==> src/rtl/ntt_arith_pkg.sv <==
// Shared NTT arithmetic definitions: op encoding and the pipeline stage payload.
// The payload is sized for the largest supported configuration
// (MAX_LANES lanes, MAX_VAL_W-bit lane values, MAX_TAG_W-bit tag);
// users fill the low bits and leave the rest at zero.
package ntt_arith_pkg;

  localparam int unsigned MAX_LANES = 8;
  localparam int unsigned MAX_VAL_W = 65;
  localparam int unsigned MAX_TAG_W = 32;

  typedef enum logic {
    OP_ADD = 1'b0,
    OP_SUB = 1'b1
  } op_e;

  typedef struct packed {
    logic [MAX_TAG_W-1:0]                tag;
    logic [MAX_LANES-1:0]                op;
    logic [MAX_LANES-1:0][MAX_VAL_W-1:0] val;
  } stage_payload_t;

  // True when the op bit selects subtraction.
  function automatic logic op_is_sub(input logic op_bit);
    return (op_e'(op_bit) == OP_SUB);
  endfunction

endpackage

==> src/rtl/modaddsub_lane.sv <==
// One lane of modular add/subtract: the raw sum/difference for stage 1 and
// the single conditional correction for stage 2. Purely combinational.
module modaddsub_lane
  import ntt_arith_pkg::*;
#(
  parameter int unsigned LOGQ = 32
) (
  input  logic [LOGQ-1:0] a,
  input  logic [LOGQ-1:0] b,
  input  logic            op,
  input  logic [LOGQ:0]   held_raw,
  input  logic            held_op,
  input  logic [LOGQ-1:0] q,
  output logic [LOGQ:0]   raw,
  output logic [LOGQ-1:0] res
);

  // Stage-1 arithmetic: one extra bit holds the add carry or the subtract sign.
  always_comb begin
    raw = '0;
    if (op_is_sub(op)) begin
      raw = {1'b0, a} - {1'b0, b};
    end else begin
      raw = {1'b0, a} + {1'b0, b};
    end
  end

  // Stage-2 correction: the low LOGQ bits are exact modulo 2^LOGQ, and the
  // corrected value is below q, so wrap-around arithmetic on them is safe.
  always_comb begin
    res = held_raw[LOGQ-1:0];
    if (op_is_sub(held_op)) begin
      if (held_raw[LOGQ]) begin
        res = held_raw[LOGQ-1:0] + q;
      end else begin
        res = held_raw[LOGQ-1:0];
      end
    end else begin
      if (held_raw >= {1'b0, q}) begin
        res = held_raw[LOGQ-1:0] - q;
      end else begin
        res = held_raw[LOGQ-1:0];
      end
    end
  end

endmodule

==> src/rtl/modaddsub_lanes.sv <==
// Multi-lane modular add/subtract, two-stage valid/ready pipeline.
// q = qH*2^WORD_SIZE + 1 unless Q_VALUE is nonzero.
// Optional feature: define MODADDSUB_RANGE_CHECK_EN to add the sticky
// range_err output flagging any accepted operand >= q.
// LANES, LOGQ+1 and TAG_W must fit the ntt_arith_pkg payload maxima.
module modaddsub_lanes
  import ntt_arith_pkg::*;
#(
  parameter int unsigned     LOGQ      = 32,
  parameter logic [LOGQ-1:0] Q_VALUE   = '0,
  parameter int unsigned     WORD_SIZE = 16,
  parameter int unsigned     LANES     = 4,
  parameter int unsigned     TAG_W     = 8
) (
  input  logic                      clk,
  input  logic                      rst,
`ifdef MODADDSUB_RANGE_CHECK_EN
  output logic                      range_err,
`endif
  input  logic [LOGQ-WORD_SIZE-1:0] qH,
  input  logic                      in_valid,
  output logic                      in_ready,
  input  logic [LANES-1:0]          in_op,
  input  logic [LANES*LOGQ-1:0]     in_a,
  input  logic [LANES*LOGQ-1:0]     in_b,
  input  logic [TAG_W-1:0]          in_tag,
  output logic                      out_valid,
  input  logic                      out_ready,
  output logic [LANES*LOGQ-1:0]     out_c,
  output logic [TAG_W-1:0]          out_tag
);

  logic [LOGQ-1:0]             q_s;
  stage_payload_t              s1_r;
  stage_payload_t              s2_r;
  stage_payload_t              s1_next_s;
  stage_payload_t              s2_next_s;
  logic                        v1_r;
  logic                        v2_r;
  logic                        in_fire_s;
  logic                        s2_load_s;
  logic [LANES-1:0][LOGQ:0]    raw_s;
  logic [LANES-1:0][LOGQ-1:0]  res_s;
  logic                        unused_pad_s;

  // Modulus: fixed constant, or built from the run-time high part.
  generate
    if (Q_VALUE != '0) begin : g_const_q
      logic unused_qh_s;
      assign unused_qh_s = ^qH;
      assign q_s         = Q_VALUE;
    end else begin : g_port_q
      assign q_s = {qH, {(WORD_SIZE-1){1'b0}}, 1'b1};
    end
  endgenerate

  // Stage 2 frees up when empty or draining; stage 1 likewise into stage 2.
  assign s2_load_s = v1_r && (!v2_r || out_ready);
  assign in_ready  = !v1_r || (!v2_r || out_ready);
  assign in_fire_s = in_valid && in_ready;

  for (genvar i = 0; i < LANES; i++) begin : g_lane
    modaddsub_lane #(
      .LOGQ(LOGQ)
    ) u_lane (
      .a       (in_a[i*LOGQ +: LOGQ]),
      .b       (in_b[i*LOGQ +: LOGQ]),
      .op      (in_op[i]),
      .held_raw(s1_r.val[i][LOGQ:0]),
      .held_op (s1_r.op[i]),
      .q       (q_s),
      .raw     (raw_s[i]),
      .res     (res_s[i])
    );
  end

  // Stage-1 payload: tag, per-lane op and raw sum/difference.
  always_comb begin
    s1_next_s              = '0;
    s1_next_s.tag[TAG_W-1:0] = in_tag;
    for (int i = 0; i < LANES; i++) begin
      s1_next_s.op[i]            = in_op[i];
      s1_next_s.val[i][LOGQ:0]   = raw_s[i];
    end
  end

  // Stage-2 payload: tag follows its data, lanes carry corrected results.
  always_comb begin
    s2_next_s              = '0;
    s2_next_s.tag[TAG_W-1:0] = s1_r.tag[TAG_W-1:0];
    for (int i = 0; i < LANES; i++) begin
      s2_next_s.op[i]            = s1_r.op[i];
      s2_next_s.val[i][LOGQ-1:0] = res_s[i];
    end
  end

  // Stage-1 register: load on accept, empty when handed to stage 2.
  always_ff @(posedge clk) begin
    if (rst) begin
      v1_r <= 1'b0;
      s1_r <= '0;
    end else if (in_fire_s) begin
      v1_r <= 1'b1;
      s1_r <= s1_next_s;
    end else if (s2_load_s) begin
      v1_r <= 1'b0;
    end
  end

  // Stage-2 register: holds steady while the consumer stalls.
  always_ff @(posedge clk) begin
    if (rst) begin
      v2_r <= 1'b0;
      s2_r <= '0;
    end else if (s2_load_s) begin
      v2_r <= 1'b1;
      s2_r <= s2_next_s;
    end else if (out_ready) begin
      v2_r <= 1'b0;
    end
  end

  // Unpack the stage-2 lanes onto the output bus.
  always_comb begin
    out_c = '0;
    for (int i = 0; i < LANES; i++) begin
      out_c[i*LOGQ +: LOGQ] = s2_r.val[i][LOGQ-1:0];
    end
  end

  assign out_valid = v2_r;
  assign out_tag   = s2_r.tag[TAG_W-1:0];

  // Payload padding beyond this configuration is constant zero.
  assign unused_pad_s = ^{s1_r, s2_r};

`ifdef MODADDSUB_RANGE_CHECK_EN
  logic oor_s;
  logic range_err_r;

  // Any lane operand at or above q on the input bus.
  always_comb begin
    oor_s = 1'b0;
    for (int i = 0; i < LANES; i++) begin
      oor_s = oor_s | (in_a[i*LOGQ +: LOGQ] >= q_s) | (in_b[i*LOGQ +: LOGQ] >= q_s);
    end
  end

  // Sticky flag, set only by an accepted out-of-range operand.
  always_ff @(posedge clk) begin
    if (rst) begin
      range_err_r <= 1'b0;
    end else if (in_fire_s && oor_s) begin
      range_err_r <= 1'b1;
    end
  end

  assign range_err = range_err_r;
`endif

endmodule

==> config.mk <==
export PLATFORM = sky130hd
export DESIGN_NAME = modaddsub_lanes
export DESIGN_NICKNAME = d
export VERILOG_FILES = /design/src/rtl/ntt_arith_pkg.sv /design/src/rtl/modaddsub_lane.sv /design/src/rtl/modaddsub_lanes.sv
export SDC_FILE = /design/constraint.sdc
export NUM_CORES = 1
export LEC_CHECK = 0
export ABC_CLOCK_PERIOD_IN_PS = 4700
export CORE_MARGIN = 3
export CORE_UTILIZATION = 59
export DETAILED_ROUTE_END_ITERATION = 6
export PLACE_DENSITY = 0.83
export SKIP_CTS_REPAIR_TIMING = 1
export SYNTH_ARGS = -nofsm -noshare
export SYNTH_HDL_FRONTEND = slang
export SYNTH_HIERARCHICAL = 1
export SYNTH_SLANG_ARGS = --single-unit
==> constraint.sdc <==
create_clock -name clk -period 4.7 [get_ports clk]
set_input_delay 0.47 -clock clk [delete_from_list [all_inputs] [get_ports clk]]
set_output_delay 0.47 -clock clk [all_outputs]
set_load 0.02 [all_outputs]
Word-level counts from Yosys, hierarchy flattened:

Cells that the tools add are included.

* add/sub/neg operators: 16
* $lt $le $gt $ge: 4
* mux-type cells: 20
* reduce and logical (&&, ||, !) cells: 8

Operators by type and width (count)
* 32-bit 2-to-1 mux: 12
* 32-bit by 32-bit adder with 33-bit output: 4
* 33-bit by 32-bit greater-or-equal comparator with 1-bit output: 4
* 33-bit 2-to-1 mux: 4
* 32-bit by 32-bit subtractor with 33-bit output: 4
* 32-bit adder: 4
* 32-bit subtractor: 4
* 1-bit 2-to-1 mux: 4
* 2-bit nonzero test: 2
* 1-bit logical AND: 2
* 1-bit zero test: 2
* 1-bit logical OR: 2

* bits in registers: 282
* bits of input ports: 288
* output and inout bits: 138
* logic and storage cells: 61

Longest topological paths before layout:

Gate-level depths: netlist (run 1).

* depth in word-level cells: 5
* mapped depth: 22
* gate-level depth less buffers: 21

Hierarchy:

The synthesis (run 1) kept the hierarchy.

By module, submodules not included
* modaddsub_lane (g_lane[1].u_lane ...): instances 2, cells each 988, area each 6532.5 sq um, sequential area each 0.0 sq um
* modaddsub_lanes: instances 1, cells each 1255, area each 11581.1 sq um, sequential area each 5645.4 sq um
* modaddsub_lane (g_lane[3].u_lane): instances 1, cells each 1004, area each 6711.4 sq um, sequential area each 0.0 sq um
* modaddsub_lane (g_lane[0].u_lane): instances 1, cells each 962, area each 6446.2 sq um, sequential area each 0.0 sq um

Worst setup path before layout (run 1):

No wires, ideal clock.

* path kind: input-to-reg
* start: input port in_b[0]
* end: register s1_r[32] (netlist bit)
* setup time: 72 ps
* data arrival time: 4151 ps
* data required time: 4628 ps
* slack: 478 ps
* cell stages on the path: 19
* buffers on the path: 0
* cells stage by stage: inv_1 ha_1 nor3b_1 and2_1 nor4b_1 nor2_1 xnor2_1 ha_1 a21o_1 a221oi_1 o31ai_1 a221oi_1 o211ai_1 o41a_1 a21o_1 a21oi_1 xor2_1 nand2b_1 mux2i_1

RTL lines
* start, declared: RTL line modaddsub_lanes.sv:25 `input logic [LANES*LOGQ-1:0] in_b,`
* end signal, assigned: RTL line modaddsub_lanes.sv:104 `s1_r <= s1_next_s;`
* end, declared: RTL line modaddsub_lanes.sv:34 `stage_payload_t s1_r;`

==> results of run 1 <==
report_power, final:
group | total [mW] | internal, mW | switching [mW]
clock network | 2.93 | 1.76 | 1.17
logic | 7.76 | 3.36 | 4.40
registers | 3.06 | 2.67 | 0.393
registers in the layout (all words and copies together) (netlist names):
signal     flops
out_valid      1
out_tag        8
v1_r           1
s1_r         144
out_c        128
layout make-up:
| type | count | share of cell area |
|---|---|---|
| clock inverter | 18 | 0.00556 |
| multi-input combinational | 4405 | 0.664 |
| antenna | 1 | 0.0000553 |
| timing repair buffer | 648 | 0.134 |
| sequential | 282 | 0.125 |
| clock buffer | 46 | 0.0216 |
| inverter | 326 | 0.0271 |
| tap | 846 | 0.0234 |
how the worst max path moves through the flow:
stage                 start  endpoint  slack, ns  cells past startpoint
floorplan           in_b[0]  s1_r[32]       0.48                     19
global placement    in_b[0]  s1_r[32]      -0.24                     21
detailed placement  in_b[0]  s1_r[32]      -0.46                     21
CTS                 in_b[0]  s1_r[32]       0.10                     21
global route        in_b[0]  s1_r[32]       0.06                     21
finish              in_b[0]  s1_r[32]       0.38                     21
cell families (layout without fill, tap and decap cells):
group	after synthesis	count (layout)	synth area share
buf+inv	640	1038	0.0710
other cells	2	133	0.000199
mux	199	199	0.0528
simple gates	1554	1554	0.211
fa+ha+maj	396	396	0.133
compound gates	1696	1696	0.283
xor+xnor	428	428	0.0992
flops	282	282	0.149
through the flow:
stage / hold slack [ns] / cell area [sq um] / setup TNS (ns) / utilization / std cells
detailed placement: 0.458 / 44000 / -0.758 / 0.696 / 6507
global route: 0.453 / 45200 / 0 / 0.716 / 6572
floorplan: 0.444 / 38300 / 0 / - / 5327
global placement: 0.453 / 44000 / -0.254 / 0.696 / 6507
CTS: 0.410 / 45200 / 0 / 0.715 / 6571
finish: 0.418 / 45200 / 0 / 0.716 / 6572
per-layer routing:
layer,vias up,global-route usage,wire length [microns]
li1,19400,-,-
met1,18400,0.468,53300
met2,1396,0.571,55500
met3,196,0.0444,9030
met4,2,0.0993,3580
met5,-,0,13
layout by cell type, fill, tap and decap left out, types with 13 or more instances in the layout:
cell type	count
o211ai_1	49
nand3_1	205
o21bai_1	77
mux2i_1	196
o21ai_0	369
a31oi_1	48
clkdlybuf4s50_1	424
a21o_1	135
nand4_1	32
xor2_1	70
o31ai_1	28
conb_1	132
o31a_1	17
or3_1	39
a221o_1	16
nor3_1	101
buf_4	214
nand2b_1	339
a21oi_1	603
ha_1	384
inv_1	321
and3_1	33
nor3b_1	27
a31o_2	13
nor2b_1	54
xnor2_1	358
nor2_1	387
nor4_1	40
dfxtp_1	277
and2_1	31
nand2_1	215
clkbuf_16	36
o21a_1	40
o21ai_1	34
a211oi_1	86
a221oi_1	17
==> impl_results.html, run 1 <==
<table>
<tr><th>Metric</th><th>Value</th></tr>
<tr><th colspan="2">Die</th></tr>
<tr><td>Die outline area</td><td>67100 sq um</td></tr>
<tr><td>Core area</td><td>63200 sq um</td></tr>
<tr><td>Vertical die dimension</td><td>259 microns</td></tr>
<tr><td>Starting utilization of the core area</td><td>0.598</td></tr>
<tr><td>Number of placement rows</td><td>92</td></tr>
<tr><td>I/O pin count</td><td>426</td></tr>
<tr><td>Width of the chip</td><td>259 microns</td></tr>
<tr><th colspan="2">GRT</th></tr>
<tr><td>Via count of the first global-routing pass</td><td>36500</td></tr>
<tr><td>Total routing usage reported by global routing</td><td>0.344</td></tr>
<tr><td>Global route total overflow</td><td>0</td></tr>
<tr><td>Largest net degree at the start of global routing</td><td>149</td></tr>
<tr><td>Number of antenna violations at the first check in global routing</td><td>2</td></tr>
<tr><td>First-pass GRT wire length</td><td>192000 microns</td></tr>
<tr><th colspan="2">Setup path</th></tr>
<tr><td>Bufs and invs on worst path</td><td>3</td></tr>
<tr><td>Crit-path slowest cell</td><td>clkdlybuf4s50_1</td></tr>
<tr><td>Sequence of cells on the critical path</td><td>clkdlybuf4s50_1, inv_1, ha_1, nor3b_2, and2_1, nor4b_2, buf_4, nor2_1, xnor2_1, ha_1, a21o_1, a221oi_1, o31ai_1, a221oi_2, o211ai_1, o41a_1, a21o_1, a21oi_1, xor2_1, nand2b_1, mux2i_1</td></tr>
<tr><td>Delay of the slowest cell on the worst path</td><td>0.43 ns</td></tr>
<tr><td>Cell type group with the largest total delay on the critical path</td><td>compound AO/OA/AOI/OAI gates</td></tr>
<tr><td>Reg-to-reg startpoint</td><td>s1_r[6]</td></tr>
<tr><td>Path type of the worst setup path</td><td>in -&gt; reg</td></tr>
<tr><td>Crit path capture type</td><td>flip-flop</td></tr>
<tr><td>Biggest fanout along the worst timing path</td><td>4</td></tr>
<tr><td>Internal reg-to-reg setup slack</td><td>0.54 ns</td></tr>
<tr><td>Number of cells traversed by the worst register-to-register path</td><td>12</td></tr>
<tr><td>Reg2Reg Capture Point</td><td>out_c[31]</td></tr>
<tr><td>Req. time, crit path</td><td>5.18 ns</td></tr>
<tr><td>Data arrival time of the critical path</td><td>4.81 ns</td></tr>
<tr><td>Critical path launch point type</td><td>primary input</td></tr>
<tr><th colspan="2">Place</th></tr>
<tr><td>Gpl congestion</td><td>0.991</td></tr>
<tr><td>Placed wire-length estimate</td><td>94500 microns</td></tr>
<tr><td>Port Buffer Count</td><td>425</td></tr>
<tr><td>Setup Slack @ Placement</td><td>-0.456 ns</td></tr>
<tr><th colspan="2">Layout</th></tr>
<tr><td>Post-synthesis to final-layout area growth</td><td>19.6%</td></tr>
<tr><td>Fraction of layout cells with a size suffix above 1</td><td>0.0662</td></tr>
<tr><td>Area of all sequential standard cells</td><td>5650 sq um</td></tr>
<tr><td>Multi-input gate area</td><td>30000 sq um</td></tr>
<tr><td>Filler cells</td><td>5341</td></tr>
<tr><td>Final nets</td><td>6382</td></tr>
<tr><th colspan="2">Flow run</th></tr>
<tr><td>Count of maximum capacitance violations</td><td>0</td></tr>
<tr><th colspan="2">Status</th></tr>
<tr><td>Outcome</td><td>finished, final reports clean</td></tr>
<tr><th colspan="2">STA</th></tr>
<tr><td>Final-report setup violation count</td><td>0</td></tr>
<tr><td>Worst Max-Slew Pin Slew</td><td>1.18 ns</td></tr>
<tr><td>Final Hold Vio Count</td><td>0</td></tr>
<tr><td>Final Cycle Share</td><td>0.920</td></tr>
<tr><td>Rel. slew slack</td><td>0.213</td></tr>
<tr><td>Final worst path period need</td><td>4.32 ns</td></tr>
<tr><td>Min setup slack post-route</td><td>0.376 ns</td></tr>
<tr><td>Pins over their slew limit</td><td>0</td></tr>
<tr><td>Achievable frequency</td><td>0.231 GHz</td></tr>
<tr><td>RSZ-0062 raised after global routing</td><td>false</td></tr>
<tr><td>Clock Skews</td><td>0.0222 ns</td></tr>
<tr><th colspan="2">Drt</th></tr>
<tr><td>Total length of routed wires</td><td>121000 microns</td></tr>
<tr><td>First-iteration detailed-routing DRC count</td><td>3215</td></tr>
<tr><td>Antenna-violating nets left</td><td>0</td></tr>
<tr><td>First-pass iteration count of the detailed router</td><td>6</td></tr>
<tr><td>Routed WL per cell</td><td>18.5 microns</td></tr>
<tr><td>DR vias/cell</td><td>5.99</td></tr>
<tr><td>DRC Markers</td><td>0</td></tr>
<tr><td>Vias post-DR</td><td>39400</td></tr>
<tr><th colspan="2">Logic synthesis</th></tr>
<tr><td>Syn Inst Count</td><td>5197</td></tr>
<tr><td>Most frequent cell after synthesis</td><td>a21oi_1</td></tr>
<tr><td>Post-synth cell types</td><td>106</td></tr>
<tr><td>Sequential-to-total area share from yosys stat</td><td>0.149</td></tr>
<tr><td>Post-Synthesis Cell Area</td><td>37800 sq um</td></tr>
<tr><td>Fraction of synthesized cell area taken by the top area cell type</td><td>0.149</td></tr>
<tr><td>Post-Syn Area per Cell</td><td>7.27 sq um</td></tr>
<tr><td>Top area cells in the synthesized netlist</td><td>dfxtp_1 15%, ha_1 13%, xnor2_1 8.3%, a21oi_1 8.0%, nand2b_1 5.6%</td></tr>
<tr><td>Most used flip-flop cell after synthesis</td><td>dfxtp_1</td></tr>
<tr><td>Post-synthesis cell type with the largest combined area</td><td>dfxtp_1</td></tr>
<tr><td>Number of enable flip-flop cells after synthesis</td><td>0</td></tr>
<tr><td>Synth Register Bits</td><td>282</td></tr>
<tr><td>Top cell types by occurrence after synthesis</td><td>603 x a21oi_1, 387 x nor2_1, 384 x ha_1</td></tr>
<tr><td>Yosys synthesis warning count</td><td>6</td></tr>
<tr><td>Proportion of synthesized flip-flops having asynchronous set or reset</td><td>0</td></tr>
<tr><th colspan="2">Clock tree</th></tr>
<tr><td>CTS tree</td><td>yes</td></tr>
<tr><td>Number of clock buffers inserted by TritonCTS</td><td>35</td></tr>
<tr><td>Post-CTS clock slew at the launch and capture registers of the worst setup and hold paths</td><td>0.06 ns</td></tr>
<tr><td>Worst-case clock buffer depth</td><td>3</td></tr>
<tr><td>Buffer cell driving the clock tree root</td><td>clkbuf_16</td></tr>
<tr><td>Sinks on Clock Net</td><td>282</td></tr>
<tr><td>Number of levels in the clock H-tree</td><td>2</td></tr>
<tr><td>Insertion delay to the later sink of the worst-skew pair</td><td>0.56 ns</td></tr>
<tr><th colspan="2">Min path</th></tr>
<tr><td>Source of the worst hold timing path</td><td>rst</td></tr>
<tr><td>HP Class</td><td>in -&gt; reg</td></tr>
<tr><td>Number of stages on the worst hold path</td><td>2</td></tr>
<tr><td>End of the worst hold path</td><td>out_c[7]</td></tr>
<tr><th colspan="2">Pwr</th></tr>
<tr><td>Static leakage power</td><td>19.0 nW</td></tr>
<tr><td>Worst IR drop on VDD</td><td>0.244 mV</td></tr>
<tr><td>Power, Total</td><td>13.8 mW</td></tr>
<tr><td>Pwr/cell area</td><td>304 nW/um^2</td></tr>
</table>
(Power assumes the default switching activity.)
==> run 2: changes to the inputs <==
--- a/config.mk
+++ b/config.mk
@@ -7,9 +7,10 @@
 export LEC_CHECK = 0
 export ABC_CLOCK_PERIOD_IN_PS = 4700
 export CORE_MARGIN = 3
-export CORE_UTILIZATION = 59
+export CORE_UTILIZATION = 60
+export CTS_BUF_LIST = sky130_fd_sc_hd__clkbuf_2 sky130_fd_sc_hd__clkbuf_4 sky130_fd_sc_hd__clkbuf_8
 export DETAILED_ROUTE_END_ITERATION = 6
-export PLACE_DENSITY = 0.83
+export PLACE_DENSITY = 0.84
 export SKIP_CTS_REPAIR_TIMING = 1
 export SYNTH_ARGS = -nofsm -noshare
 export SYNTH_HDL_FRONTEND = slang
==> impl_results.html, run 2 (synthesized netlist as in run 1, its figures left out) <==
<table>
<tr><th>Metric</th><th>Value</th></tr>
<tr><th colspan="2">Status</th></tr>
<tr><td>Outcome</td><td>finished, final reports clean</td></tr>
<tr><th colspan="2">Setup path</th></tr>
<tr><td>Path type of the worst setup path</td><td>in -&gt; reg</td></tr>
<tr><td>Critical path launch point type</td><td>primary input</td></tr>
<tr><td>Data arrival time of the critical path</td><td>4.88 ns</td></tr>
<tr><td>Req. time, crit path</td><td>5.28 ns</td></tr>
<tr><td>Biggest fanout along the worst timing path</td><td>4</td></tr>
<tr><td>Crit path capture type</td><td>flip-flop</td></tr>
<tr><td>Sequence of cells on the critical path</td><td>clkdlybuf4s50_1, or4_1, nor4b_1, buf_4, nor2_1, xnor2_1, ha_1, a21o_1, a221oi_2, o31ai_1, a221oi_1, buf_4, o211ai_1, o41a_1, a21o_1, a21oi_1, xor2_1, nand2b_1, mux2i_1</td></tr>
<tr><td>Crit-path slowest cell</td><td>or4_1</td></tr>
<tr><td>Delay of the slowest cell on the worst path</td><td>0.61 ns</td></tr>
<tr><th colspan="2">Layout</th></tr>
<tr><td>Register containing the most flip-flops in the final layout</td><td>s1_r</td></tr>
<tr><td>Commonest cells after routing, fill and taps aside</td><td>603 x a21oi_1, 424 x clkdlybuf4s50_1, 387 x nor2_1</td></tr>
<tr><td>Fraction of layout cells with a size suffix above 1</td><td>0.0732</td></tr>
<tr><td>Post-synthesis to final-layout area growth</td><td>19.6%</td></tr>
<tr><td>Flip-flop count of the largest register, all copies and words added</td><td>144</td></tr>
<tr><td>Filler cells</td><td>5215</td></tr>
<tr><td>Final nets</td><td>6412</td></tr>
<tr><td>Most common cell after layout, fill and taps aside</td><td>a21oi_1</td></tr>
<tr><td>Final design area excluding fillers</td><td>45200 sq um</td></tr>
<tr><th colspan="2">Clock tree</th></tr>
<tr><td>Insertion delay to the later sink of the worst-skew pair</td><td>0.66 ns</td></tr>
<tr><td>Sinks on Clock Net</td><td>282</td></tr>
<tr><td>CTS tree</td><td>yes</td></tr>
<tr><td>Number of levels in the clock H-tree</td><td>2</td></tr>
<tr><td>Post-CTS clock slew at the launch and capture registers of the worst setup and hold paths</td><td>0.06 ns</td></tr>
<tr><td>Buffer cell driving the clock tree root</td><td>clkbuf_8</td></tr>
<tr><td>Number of clock buffers inserted by TritonCTS</td><td>50</td></tr>
<tr><td>Worst-case clock buffer depth</td><td>3</td></tr>
<tr><th colspan="2">STA</th></tr>
<tr><td>Final-report setup violation count</td><td>0</td></tr>
<tr><td>Worst-case hold slack</td><td>0.372 ns</td></tr>
<tr><td>Worst Max-Slew Pin Slew</td><td>1.26 ns</td></tr>
<tr><td>Clock Skews</td><td>0.0264 ns</td></tr>
<tr><td>RSZ-0062 raised after global routing</td><td>false</td></tr>
<tr><td>Final Cycle Share</td><td>0.916</td></tr>
<tr><td>Achievable frequency</td><td>0.232 GHz</td></tr>
<tr><td>Pins over their slew limit</td><td>0</td></tr>
<tr><td>Final Hold Vio Count</td><td>0</td></tr>
<tr><td>Rel. slew slack</td><td>0.161</td></tr>
<tr><td>Final worst path period need</td><td>4.30 ns</td></tr>
<tr><th colspan="2">Drt</th></tr>
<tr><td>Routed WL per cell</td><td>18.6 microns</td></tr>
<tr><td>Antenna-violating nets left</td><td>0</td></tr>
<tr><td>First-iteration detailed-routing DRC count</td><td>3283</td></tr>
<tr><td>Vias post-DR</td><td>39600</td></tr>
<tr><td>Total length of routed wires</td><td>123000 microns</td></tr>
<tr><td>DRC Markers</td><td>0</td></tr>
<tr><td>DR vias/cell</td><td>6.00</td></tr>
<tr><td>First-pass iteration count of the detailed router</td><td>6</td></tr>
<tr><th colspan="2">Pwr</th></tr>
<tr><td>Static leakage power</td><td>19.1 nW</td></tr>
<tr><td>Int Power</td><td>7.51 mW</td></tr>
<tr><td>Net switching power</td><td>5.93 mW</td></tr>
<tr><td>Flop pwr share</td><td>0.229</td></tr>
<tr><td>Sw Share</td><td>0.441</td></tr>
<tr><td>Power, Total</td><td>13.4 mW</td></tr>
<tr><td>Pwr/cell area</td><td>297 nW/um^2</td></tr>
<tr><td>Combinational power share</td><td>0.582</td></tr>
<tr><td>Worst IR drop on VDD</td><td>0.229 mV</td></tr>
<tr><td>Clock power frac</td><td>0.190</td></tr>
<tr><th colspan="2">Place</th></tr>
<tr><td>Placed wire-length estimate</td><td>95300 microns</td></tr>
<tr><td>Area post-placement</td><td>44100 sq um</td></tr>
<tr><td>Gpl congestion</td><td>0.976</td></tr>
<tr><td>Port Buffer Count</td><td>425</td></tr>
<tr><th colspan="2">GRT</th></tr>
<tr><td>Largest net degree at the start of global routing</td><td>176</td></tr>
<tr><td>First-pass GRT wire length</td><td>194000 microns</td></tr>
<tr><td>Total routing usage reported by global routing</td><td>0.352</td></tr>
<tr><td>Global route total overflow</td><td>0</td></tr>
<tr><td>Number of antenna violations at the first check in global routing</td><td>9</td></tr>
<tr><td>Via count of the first global-routing pass</td><td>36900</td></tr>
<tr><th colspan="2">Die</th></tr>
<tr><td>Core area</td><td>62100 sq um</td></tr>
<tr><td>Starting utilization of the core area</td><td>0.609</td></tr>
<tr><td>Vertical die dimension</td><td>257 microns</td></tr>
<tr><td>Die outline area</td><td>66100 sq um</td></tr>
<tr><td>I/O pin count</td><td>426</td></tr>
<tr><td>Width of the chip</td><td>257 microns</td></tr>
<tr><td>Number of placement rows</td><td>91</td></tr>
<tr><th colspan="2">Flow run</th></tr>
<tr><td>Count of maximum capacitance violations</td><td>0</td></tr>
<tr><th colspan="2">Min path</th></tr>
<tr><td>HP Class</td><td>in -&gt; reg</td></tr>
</table>
run 2: cell types whose count changed in the layout (fill, tap and decap cells not counted), moves of 3 or more:
cell / change
buf_4: +13
bufinv_16: -3
clkbuf_1: -6
clkbuf_16: -36
clkbuf_4: +12
clkbuf_8: +61
diode_2: +6
run 2: path summary, 6_finish.rpt:
path	slack (ns)	startpoint	cells after the start	end
max reg2reg	0.65	s1_r[0]	15	out_c[30]
min	0.37	rst	2	out_tag[4]
max	0.40	in_b[10]	19	s1_r[32]
min reg2reg	0.47	out_c[11]	2	out_c[11]
run 2: final cells by class:
class                   instances  area [sq um]  share of cell area
diodes                          7          17.5            0.000387
clock buffers                  77           985              0.0218
clock inverters                10           111             0.00246
inverters                     326          1230              0.0271
multi-input cells            4405         30000               0.663
flip-flops and latches        282          5650               0.125
well taps                     837          1050              0.0232
repair buffers                663          6180               0.137
run 2: through the flow:
step / worst slack (ns) / cells / utilization / TNS [ns]
3_5_place_dp: -0.257 / 6513 / 0.711 / -0.354
3_3_place_gp: -0.129 / 6513 / 0.711 / -0.129
4_1_cts: 0.424 / 6600 / 0.728 / 0
5_1_grt: 0.0218 / 6607 / 0.729 / 0
2_1_floorplan: 0.478 / 5327 / - / 0
6_report: 0.396 / 6607 / 0.729 / 0
run 2: power groups by stage:
stage	sequential (mW)	combinational [mW]	clock, mW
after floorplan	3.05	5.41	0
after global placement	3.09	7.51	0
after detailed placement	3.10	7.61	0
after CTS	3.05	7.66	2.59
after global routing	3.10	8.54	2.70
final	3.07	7.82	2.55
run 2: critical path: cells and delay by family:
| kind | cells | cell delay, ns |
|---|---|---|
| mux | 1 | 0.12 |
| compound gates | 8 | 1.80 |
| simple gates | 4 | 1.02 |
| xor+xnor | 2 | 0.35 |
| buf+inv | 3 | 0.78 |
| fa+ha+maj | 1 | 0.33 |
run 2: per-layer routing:
| layer | global-route usage | wire, microns | vias to the layer above | share of wire |
|---|---|---|---|---|
| li1 | - | - | 19400 | - |
| met1 | 0.465 | 53300 | 18500 | 0.43 |
| met2 | 0.588 | 55900 | 1401 | 0.46 |
| met3 | 0.0561 | 9370 | 233 | 0.076 |
| met4 | 0.113 | 4060 | 4 | 0.033 |
| met5 | 0 | 24 | - | 0.00020 |
